**config.mk**
```make
export PLATFORM = sky130hd
export DESIGN_NAME = ula_bus_ctrl_flat
export DESIGN_NICKNAME = d
export VERILOG_FILES = /design/src/rtl/ula_bus_ctrl_if.sv /design/src/rtl/ula_bus_ctrl.sv /design/src/flat_wrapper.sv
export SDC_FILE = /design/constraint.sdc
export NUM_CORES = 1
export LEC_CHECK = 0
export ABC_CLOCK_PERIOD_IN_PS = 1900
export BUFFER_PORTS_ARGS = -buffer_cell sky130_fd_sc_hd__buf_4
export CAP_MARGIN = 5
export CELL_PAD_IN_SITES_DETAIL_PLACEMENT = 1
export CELL_PAD_IN_SITES_GLOBAL_PLACEMENT = 2
export CORE_ASPECT_RATIO = 2
export CORE_UTILIZATION = 28
export DETAILED_ROUTE_END_ITERATION = 10
export GPL_TIMING_DRIVEN = 0
export PLACE_DENSITY = 0.84
export SYNTH_ARGS = -nofsm -noshare
export SYNTH_HDL_FRONTEND = slang
export SYNTH_SLANG_ARGS = --single-unit
```
**constraint.sdc**
```tcl
create_clock -name clk -period 1.9 [get_ports clk]
set_input_delay 0.285 -clock clk [delete_from_list [all_inputs] [get_ports clk]]
set_output_delay 0.285 -clock clk [all_outputs]
set_load 0.05 [all_outputs]
```
**src/rtl/ula_bus_ctrl_if.sv**
```systemverilog
// ============================================================================
// Module      : ula_bus_ctrl_if
// Description : Request/response handshake and shared result bus bundle for
//               the ULA bus sequencer.
//               slave  modport : controller view (ula_bus_ctrl)
//               master modport : requester + functional-unit view
//               req_valid/req_ready/req_op/req_a/req_b : request handshake
//               op_a/op_b      : registered operands broadcast to all units
//               en             : one-hot three-state enables (NUM_UNITS wide)
//               bus            : shared 9-bit result bus (bit 8 = carry/borrow)
//               rsp_valid/rsp_ready/rsp_data/rsp_err : response handshake
// Revision    : 1.0 - initial release
// ============================================================================
`default_nettype none

interface ula_bus_ctrl_if #(
  parameter int NUM_UNITS = 6
);
  logic                 req_valid;
  logic                 req_ready;
  logic [2:0]           req_op;
  logic [7:0]           req_a;
  logic [7:0]           req_b;
  logic [7:0]           op_a;
  logic [7:0]           op_b;
  logic [NUM_UNITS-1:0] en;
  logic [8:0]           bus;
  logic                 rsp_valid;
  logic                 rsp_ready;
  logic [8:0]           rsp_data;
  logic                 rsp_err;

  modport slave (
    input  req_valid, req_op, req_a, req_b, bus, rsp_ready,
    output req_ready, op_a, op_b, en, rsp_valid, rsp_data, rsp_err
  );

  modport master (
    output req_valid, req_op, req_a, req_b, bus, rsp_ready,
    input  req_ready, op_a, op_b, en, rsp_valid, rsp_data, rsp_err
  );
endinterface

`default_nettype wire

```
**src/rtl/ula_bus_ctrl.sv**
```systemverilog
// ============================================================================
// Module      : ula_bus_ctrl
// Description : Sequencer for the ULA shared 9-bit result bus. Accepts one
//               request at a time, broadcasts the operands, enables exactly
//               one functional unit for SETTLE cycles, captures the bus and
//               returns it over a valid/ready response handshake.
//               Ports: clk   - rising-edge clock
//                      rst_n - asynchronous active-low reset
//                      ulab  - ula_bus_ctrl_if.slave (request, operands,
//                              enables, bus, response); its NUM_UNITS must
//                              match this module's NUM_UNITS.
//               Parameters: NUM_UNITS (1..8), SETTLE (1..15)
// Revision    : 1.0 - initial release
// ============================================================================
`default_nettype none

module ula_bus_ctrl #(
  parameter int NUM_UNITS = 6,
  parameter int SETTLE    = 1
) (
  input wire logic      clk,
  input wire logic      rst_n,
  ula_bus_ctrl_if.slave ulab
);

  localparam logic [3:0] C_NUM_UNITS   = 4'(NUM_UNITS);
  localparam logic [3:0] C_SETTLE_LOAD = 4'(SETTLE - 1);

  typedef enum logic [1:0] {
    IDLE  = 2'd0,
    DRIVE = 2'd1,
    RESP  = 2'd2
  } state_t;

  state_t               r_state;
  state_t               w_state_nxt;
  // Held low through reset and for the first edge after it, so req_ready
  // only rises on the first clock edge after rst_n is released.
  logic                 r_rdy;
  logic [3:0]           r_cnt;
  logic [3:0]           w_cnt_nxt;
  logic [7:0]           r_op_a;
  logic [7:0]           w_op_a_nxt;
  logic [7:0]           r_op_b;
  logic [7:0]           w_op_b_nxt;
  // The enable register doubles as the latched op code: it is loaded with
  // the one-hot decode at acceptance and held for the whole DRIVE window.
  logic [NUM_UNITS-1:0] r_en;
  logic [NUM_UNITS-1:0] w_en_nxt;
  logic [8:0]           r_data;
  logic [8:0]           w_data_nxt;
  logic                 r_err;
  logic                 w_err_nxt;
  logic                 w_accept;

  assign w_accept = (r_state == IDLE) && r_rdy && ulab.req_valid;

  always_comb begin
    w_state_nxt = r_state;
    w_cnt_nxt   = r_cnt;
    w_op_a_nxt  = r_op_a;
    w_op_b_nxt  = r_op_b;
    w_en_nxt    = r_en;
    w_data_nxt  = r_data;
    w_err_nxt   = r_err;

    case (r_state)
      IDLE: begin
        if (w_accept) begin
          w_op_a_nxt = ulab.req_a;
          w_op_b_nxt = ulab.req_b;
          if ({1'b0, ulab.req_op} < C_NUM_UNITS) begin
            w_state_nxt = DRIVE;
            w_cnt_nxt   = C_SETTLE_LOAD;
            for (int i = 0; i < NUM_UNITS; i++) begin
              w_en_nxt[i] = (ulab.req_op == 3'(i));
            end
          end else begin
            // Illegal op: respond with an error, never touch the bus.
            w_state_nxt = RESP;
            w_data_nxt  = 9'h000;
            w_err_nxt   = 1'b1;
          end
        end
      end

      DRIVE: begin
        if (r_cnt == 4'd0) begin
          // Last settle cycle: capture the bus and release the enable on
          // the same edge so RESP is always an en=0 cycle.
          w_data_nxt  = ulab.bus;
          w_err_nxt   = 1'b0;
          w_en_nxt    = '0;
          w_state_nxt = RESP;
        end else begin
          w_cnt_nxt = r_cnt - 4'd1;
        end
      end

      RESP: begin
        if (ulab.rsp_ready) begin
          w_state_nxt = IDLE;
        end
      end

      default: begin
        w_state_nxt = IDLE;
        w_en_nxt    = '0;
      end
    endcase
  end

  always_ff @(posedge clk or negedge rst_n) begin
    if (!rst_n) begin
      r_state <= IDLE;
      r_rdy   <= 1'b0;
      r_cnt   <= 4'd0;
      r_op_a  <= 8'h00;
      r_op_b  <= 8'h00;
      r_en    <= '0;
      r_data  <= 9'h000;
      r_err   <= 1'b0;
    end else begin
      r_state <= w_state_nxt;
      r_rdy   <= 1'b1;
      r_cnt   <= w_cnt_nxt;
      r_op_a  <= w_op_a_nxt;
      r_op_b  <= w_op_b_nxt;
      r_en    <= w_en_nxt;
      r_data  <= w_data_nxt;
      r_err   <= w_err_nxt;
    end
  end

  assign ulab.req_ready = (r_state == IDLE) && r_rdy;
  assign ulab.rsp_valid = (r_state == RESP);
  assign ulab.op_a      = r_op_a;
  assign ulab.op_b      = r_op_b;
  assign ulab.en        = r_en;
  assign ulab.rsp_data  = r_data;
  assign ulab.rsp_err   = r_err;

endmodule

`default_nettype wire

```
**src/flat_wrapper.sv**
```systemverilog
// flat-port wrapper written by rule: the top's interface ports become plain ports
module ula_bus_ctrl_flat 
#(
  parameter int NUM_UNITS = 6,
  parameter int SETTLE    = 1
)
  (clk, rst_n, ulab_req_valid, ulab_req_op, ulab_req_a, ulab_req_b, ulab_bus, ulab_rsp_ready, ulab_req_ready, ulab_op_a, ulab_op_b, ulab_en, ulab_rsp_valid, ulab_rsp_data, ulab_rsp_err);
  ula_bus_ctrl_if #(.NUM_UNITS(NUM_UNITS)) ulab_i ();
  input wire logic clk;
  input wire logic rst_n;
  input wire logic [$bits(ulab_i.req_valid)-1:0] ulab_req_valid;
  input wire logic [$bits(ulab_i.req_op)-1:0] ulab_req_op;
  input wire logic [$bits(ulab_i.req_a)-1:0] ulab_req_a;
  input wire logic [$bits(ulab_i.req_b)-1:0] ulab_req_b;
  input wire logic [$bits(ulab_i.bus)-1:0] ulab_bus;
  input wire logic [$bits(ulab_i.rsp_ready)-1:0] ulab_rsp_ready;
  output wire logic [$bits(ulab_i.req_ready)-1:0] ulab_req_ready;
  output wire logic [$bits(ulab_i.op_a)-1:0] ulab_op_a;
  output wire logic [$bits(ulab_i.op_b)-1:0] ulab_op_b;
  output wire logic [$bits(ulab_i.en)-1:0] ulab_en;
  output wire logic [$bits(ulab_i.rsp_valid)-1:0] ulab_rsp_valid;
  output wire logic [$bits(ulab_i.rsp_data)-1:0] ulab_rsp_data;
  output wire logic [$bits(ulab_i.rsp_err)-1:0] ulab_rsp_err;
  assign ulab_i.req_valid = ulab_req_valid;
  assign ulab_i.req_op = ulab_req_op;
  assign ulab_i.req_a = ulab_req_a;
  assign ulab_i.req_b = ulab_req_b;
  assign ulab_i.bus = ulab_bus;
  assign ulab_i.rsp_ready = ulab_rsp_ready;
  assign ulab_req_ready = ulab_i.req_ready;
  assign ulab_op_a = ulab_i.op_a;
  assign ulab_op_b = ulab_i.op_b;
  assign ulab_en = ulab_i.en;
  assign ulab_rsp_valid = ulab_i.rsp_valid;
  assign ulab_rsp_data = ulab_i.rsp_data;
  assign ulab_rsp_err = ulab_i.rsp_err;
  ula_bus_ctrl #(.NUM_UNITS(NUM_UNITS), .SETTLE(SETTLE)) u_core (.clk(clk), .rst_n(rst_n), .ulab(ulab_i));
endmodule
```
==> results of run 1 <==
critical path: stages (launching register included):
cell and delay [ns]:
dfrtp_1 0.40, inv_2 0.09, ha_2 0.20, or3b_4 0.43, a22o_4 0.28, mux2_4 0.29
sequential cells by signal, summed over array words and instances (netlist names):
register / flops
u_core.r_cnt: 4
u_core.ulab.rsp_err: 1
u_core.ulab.rsp_data: 9
u_core.ulab.op_b: 8
u_core.r_rdy: 1
u_core.r_state: 2
u_core.ulab.en: 6
u_core.ulab.op_a: 8
layout make-up:
cell class,instances,area (µm²),area share
multi-input combinational,119,702,0.281
clock inverter,3,15.0,0.00602
buffer,8,42.5,0.0171
inverter,12,45.0,0.0181
clock buffer,5,125,0.0502
sequential,39,976,0.391
timing repair buffer,67,509,0.204
tap,63,78.8,0.0316
cells in the mapped netlist, drive strengths merged:
cell and count:
nand2 60, nand3 8, nor2 1, dfrtp 39, nor4b 1, mux2 1, nand4bb 2, o22ai 1
nor2b 4, nand4 4, buf 5, o211ai 4, nand2b 1, nor3b 1, or2 1, o21ai 5
ha 2, conb 1, a41o 2, and2 1, mux2i 11, or3b 1, nor4bb 1, nand3b 2
inv 12, a21o 1, a22o 1, nor4 2, clkbuf 3
kinds of logic after synthesis:
logic type	Yosys count
other	1
and+or+nand+nor	90
muxes	12
adders and majority gates	2
buffers and inverters	20
DFF	39
AOI/OAI and AO/OA	14
power by group:
| group | switching [mW] | leakage [nW] | internal [mW] |
|---|---|---|---|
| Clock | 0.332 | 0.0733 | 0.479 |
| Sequential | 0.236 | 0.502 | 1.19 |
| Combinational | 1.77 | 0.697 | 0.815 |
| Total | 2.34 | 1.27 | 2.48 |
worst max path at each step:
stage | slack [ns] | to | cells past startpoint | startpoint
after global placement | 0.08 | u_core.r_cnt[1] | 5 | u_core.r_cnt[0]
after detailed placement | 0.03 | u_core.ulab.rsp_data[3] | 6 | u_core.r_cnt[0]
after floorplan | 0.03 | ulab_req_ready | 1 | u_core.r_state[0]
final | 0.09 | u_core.r_cnt[1] | 5 | u_core.r_cnt[0]
after global routing | 0.02 | u_core.ulab.rsp_data[4] | 6 | u_core.r_cnt[0]
after CTS | 0.02 | u_core.ulab.rsp_data[3] | 6 | u_core.r_cnt[0]
per-layer routing:
metal / part of all wire / vias to the layer above / GRT usage / wire length [µm]
met5: 0 / - / 0 / 0
met4: 0.026 / 0 / 0.0810 / 122
met3: 0.029 / 8 / 0.0272 / 134
met2: 0.58 / 36 / 0.294 / 2720
met1: 0.36 / 758 / 0.164 / 1710
li1: - / 732 / - / -
metrics by stage:
step	utilization	std cells	power (mW)	worst slack [ns]	area (µm²)
after floorplan	-	178	3.17	0.0276	1750
after global placement	0.385	306	3.96	0.0832	2310
after detailed placement	0.385	306	4.00	0.0272	2310
after CTS	0.411	315	4.84	0.0162	2470
after global routing	0.415	316	5.09	0.0235	2490
final	0.415	316	4.82	0.0904	2490
repair_timing:
item | CTS | global route
cloned | 0 | 1
setup endpoints to repair | 1 | 9
gates resized for setup | 1 | 7
hold buffers | 1 | 0
endpoints found under the hold margin | 9 | 0
pin swaps | 0 | 0
==> metrics.md, run 1 <==
| Metric | Value |
|---|---|
| Mux cell area share after synthesis | `0.0717` |
| Final Max Tran Viols | `0` |
| Final min period | `1.81 ns` |
| I/O pins | `66` |
| R2R Path Start | `u_core.r_cnt[0]` |
| Status | `complete, but fails checks` |
| Initial core utilization | `0.291` |
| CTS Sinks | `39` |
| Simple-gate area share of the yosys netlist | `0.244` |
| Syn_nets | `212` |
| Avg Synthesized Cell Area | `9.81 µm²` |
| Cells on worst reg2reg path | `5` |
| Row Count | `40` |
| R2R Path End | `u_core.r_cnt[1]` |
| HP Start | `ulab_req_b[1]` |
| CTS tree | `done` |
| Hold Crit Depth | `3` |
| Final WL | `4690 µm` |
| Sequential area share after synthesis | `0.559` |
| Worst path arrival time | `1.98 ns` |
| Bufs on Longest Clock Path | `2` |
| Synth warnings | `0` |
| Die X | `57.8 µm` |
| # fillers | `709` |
| Root Buffer | `clkbuf_16` |
| Layout cells sized above 1 | `0.340` |
| Post-synth top area share | `0.559` |
| Adder-cell share of the synthesized area | `0.0143` |
| # diodes | `0` |
| Worst-Margin Slew | `0.515 ns` |
| WP data required | `2.07 ns` |
| RePlAce Congestion | `0.726` |
| Vias in the first global route | `1610` |
| Total gr overflow | `0` |
| Pwr Density | `1930 nW/µm²` |
| Unrepaired setup endpoints after global routing | `false` |
| TNS Setup | `0 ns` |
| Syn-to-layout area delta | `42.9%` |
| Fin nets | `286` |
| Period utilization | `0.952` |
| Violated checks | `design-rule violations` |
| IO Port Bufs | `65` |
| Initial antenna violation count | `0` |
| Via count | `1534` |
| Worst setup EP type | `flop` |
| Unique masters post-synth | `30` |
| Via density per instance | `4.85` |
| Hold WC Path Type | `primary input to flop` |
| Synth area leaders | `dfrtp_1 (56%), nand2_1 (13%), mux2i_1 (6.3%), inv_1 (2.6%), nand3_1 (2.3%)` |
| Post-Synth XOR/XNOR Area | `0` |
| Postcts setup bufs | `0` |
| CP startpoint kind | `flop` |
| Htree depth | `2` |
| Core area | `6010 µm²` |
| Peak supply drop | `0.000719 V` |
| Final hold vios | `0` |
| Peak Freq | `0.553 GHz` |
| Worst Path Class, Setup | `flop to flop` |
| Final setup skew | `0.00393 ns` |
| Global-route wire length before repair | `7820 µm` |
| Register bit total from synthesis | `39` |
| R2R Setup Slk | `0.09 ns` |
| Rel. slew slack | `0.657` |
| Crit-path max FO | `5` |
| Mapped Area | `1750 µm²` |
| Hold slack | `0.192 ns` |
| Clock transition at path regs | `0.06 ns` |
| P_leak | `1.27 nW` |
| Max Cap Violations | `0` |
| Total die area | `6570 µm²` |
| Post-synthesis compound-gate area fraction | `0.0609` |
| WHS Endpoint | `u_core.ulab.op_b[1]` |
| Most frequent cells in the layout | `buf_4 (65), nand2_1 (60), dfrtp_1 (39)` |
| Largest net degree at the start of global routing | `40` |
| DP Wirelength | `3420 µm` |
| Initial DRT Pass Iterations | `7` |
| Worst-skew pair later-pin latency | `0.28 ns` |
| Commonest non-fill, non-tap cell in the layout | `buf_4` |
| Cell accounting for the most synthesized area | `dfrtp_1` |
| Num CTS Buffers | `5` |
| Routed length per instance | `14.8 µm` |
| Largest family of logic cells by synthesized area | `simple AND/OR/NAND/NOR gates` |
| Initial DRC Count | `28` |
| Total track usage | `0.159` |
| Cell count after synthesis | `178` |
| DRC violations left | `2` |
| # setup viols final | `0` |
| Die Y | `114 µm` |
| DRT antenna net count | `0` |
Power figures use the tool's default switching activity.
==> run 2, diff against run 1 <==
--- a/config.mk
+++ b/config.mk
@@ -14,7 +14,7 @@
 export CORE_UTILIZATION = 28
 export DETAILED_ROUTE_END_ITERATION = 10
 export GPL_TIMING_DRIVEN = 0
-export PLACE_DENSITY = 0.84
+export PLACE_DENSITY_LB_ADDON = 0.3
 export SYNTH_ARGS = -nofsm -noshare
 export SYNTH_HDL_FRONTEND = slang
 export SYNTH_SLANG_ARGS = --single-unit
==> metrics.md, run 2 (synthesized netlist as in run 1, its figures left out) <==
| Metric | Value |
|---|---|
| Status | `complete, but fails checks (unchanged)` |
| Violated checks | `design-rule violations, negative hold slack (was design-rule violations)` |
| Fin util | `0.409 (was 0.415)` |
| Htree depth | `2 (unchanged)` |
| Postcts setup bufs | `0 (unchanged)` |
| Core area | `6010 µm² (unchanged)` |
| Hold slack | `-0.0176 ns (was 0.192 ns)` |
| Initial core utilization | `0.291 (unchanged)` |
| Peak supply drop | `0.000752 V (was 0.000719 V)` |
| Largest net degree at the start of global routing | `40 (unchanged)` |
| Final min period | `1.80 ns (was 1.81 ns)` |
| Total track usage | `0.148 (was 0.159)` |
| Routed length per instance | `14.2 µm (was 14.8 µm)` |
| Unrepaired setup endpoints after global routing | `false (unchanged)` |
| Commonest non-fill, non-tap cell in the layout | `buf_4 (unchanged)` |
| Clock transition at path regs | `0.06 ns (about the same)` |
| # setup viols final | `0 (unchanged)` |
| TNS Setup | `0 ns (unchanged)` |
| Final hold vios | `33 (was 0)` |
| Rel. slew slack | `0.656 (was 0.657)` |
| Worst path arrival time | `1.97 ns (was 1.98 ns)` |
| Worst setup EP type | `flop (unchanged)` |
| Peak Freq | `0.555 GHz (was 0.553 GHz)` |
| CTS tree | `done (unchanged)` |
| Most frequent cells in the layout | `buf_4 (65), nand2_1 (60), dfrtp_1 (39) (unchanged)` |
| DRT antenna net count | `0 (unchanged)` |
| Via density per instance | `4.78 (was 4.85)` |
| I/O pins | `66 (unchanged)` |
| Global-route wire length before repair | `7300 µm (was 7820 µm)` |
| Final Max Tran Viols | `0 (unchanged)` |
| Max Cap Violations | `0 (unchanged)` |
| Layout cells sized above 1 | `0.319 (was 0.340)` |
| IO Port Bufs | `65 (unchanged)` |
| # fillers | `730 (was 709)` |
| Hold WC Path Type | `primary input to asynchronous set/reset pin (was primary input to flop)` |
| Post-CTS Hold Fix Bufs | `0 (was 1)` |
| Root Buffer | `clkbuf_16 (unchanged)` |
| Total die area | `6570 µm² (unchanged)` |
| Period utilization | `0.949 (was 0.952)` |
| # diodes | `0 (unchanged)` |
| Final setup skew | `0.00641 ns (was 0.00393 ns)` |
| Bufs on Longest Clock Path | `2 (unchanged)` |
| Final WL | `4470 µm (was 4690 µm)` |
| WP data required | `2.06 ns (was 2.07 ns)` |
| CTS Sinks | `39 (unchanged)` |
| Crit-path max FO | `5 (unchanged)` |
| Worst-skew pair later-pin latency | `0.28 ns (about the same)` |
| Via count | `1500 (was 1534)` |
| Num CTS Buffers | `5 (unchanged)` |
| Max FFs per register | `9 (unchanged)` |
| Row Count | `40 (unchanged)` |
| Vias in the first global route | `1612 (was 1610)` |
| Worst Path Class, Setup | `flop to flop (unchanged)` |
| Total gr overflow | `0 (unchanged)` |
| DRC violations left | `6 (was 2)` |
| DP Wirelength | `3380 µm (was 3420 µm)` |
| Die X | `57.8 µm (unchanged)` |
| RePlAce Congestion | `0.716 (was 0.726)` |
| Initial antenna violation count | `0 (unchanged)` |
| Total Power | `4.75 mW (was 4.82 mW)` |
| Footprint of the multi-input gates | `686 µm² (was 702 µm²)` |
| P_leak | `1.26 nW (was 1.27 nW)` |
| CP startpoint kind | `flop (unchanged)` |
| Initial DRC Count | `41 (was 28)` |
| Fin nets | `284 (was 286)` |
| Pwr Density | `1940 nW/µm² (was 1930 nW/µm²)` |
| Initial DRT Pass Iterations | `9 (was 7)` |
| Syn-to-layout area delta | `40.6% (was 42.9%)` |
| Die Y | `114 µm (unchanged)` |
| Worst-Margin Slew | `0.517 ns (was 0.515 ns)` |
| Sequential cell area | `976 µm² (unchanged)` |
-- run 2: cell type report --
class | instances | area share
multi-input combinational | 119 | 0.279
sequential | 39 | 0.398
clock inverter | 1 | 0.00204
buffer | 8 | 0.0173
tap | 63 | 0.0321
timing repair buffer | 65 | 0.199
clock buffer | 7 | 0.0541
inverter | 12 | 0.0184
-- run 2: final timing paths --
| path | from | to | slack, ns | cells past startpoint |
|---|---|---|---|---|
| max in group asynchronous | rst_n | u_core.r_cnt[2] | 1.56 | 1 |
| worst min register to register | u_core.ulab.op_a[4] | u_core.ulab.op_a[4] | 0.48 | 2 |
| min in group clk | ulab_req_a[4] | u_core.ulab.op_a[4] | 0.19 | 3 |
| worst max register to register | u_core.r_cnt[0] | u_core.r_cnt[1] | 0.1 | 5 |
| worst min-delay path | rst_n | u_core.ulab.rsp_data[4] | -0.02 | 1 |
| worst max-delay path | u_core.r_cnt[0] | u_core.r_cnt[1] | 0.1 | 5 |
-- run 2: timing repair --
action,CTS,global route
hold endpoints to repair,0,0
setup endpoints to repair,0,1
gates resized for setup,0,1
-- run 2: per-layer routing --
metal  vias up  global-route usage  share of wire
li1        730                   -              -
met1       705               0.153           0.38
met2        60               0.271           0.55
met3         5              0.0283          0.056
met4         0              0.0762          0.019
met5         -                   0              0
-- run 2: through the flow --
step                      cells  cell area [µm²]  setup WS (ns)
after global routing        314             2450         0.0169
after floorplan             178             1750         0.0276
after global placement      306             2310         0.0829
final                       314             2450         0.0968
after CTS                   314             2450         0.0625
after detailed placement    306             2310         0.0935
-- run 2: worst max-delay path, stage by stage, from the launching register on --
cell     delay (ns)
dfrtp_1        0.37
inv_1          0.11
ha_1           0.20
or3b_4         0.42
a22o_4         0.29
mux2_4         0.29
-- run 2: where the power goes --
part           internal (mW)  leakage, nW  switching (mW)
Sequential              1.19        0.502           0.232
Clock                  0.485       0.0679           0.317
Combinational          0.792        0.687            1.74
Total                   2.47         1.26            2.28
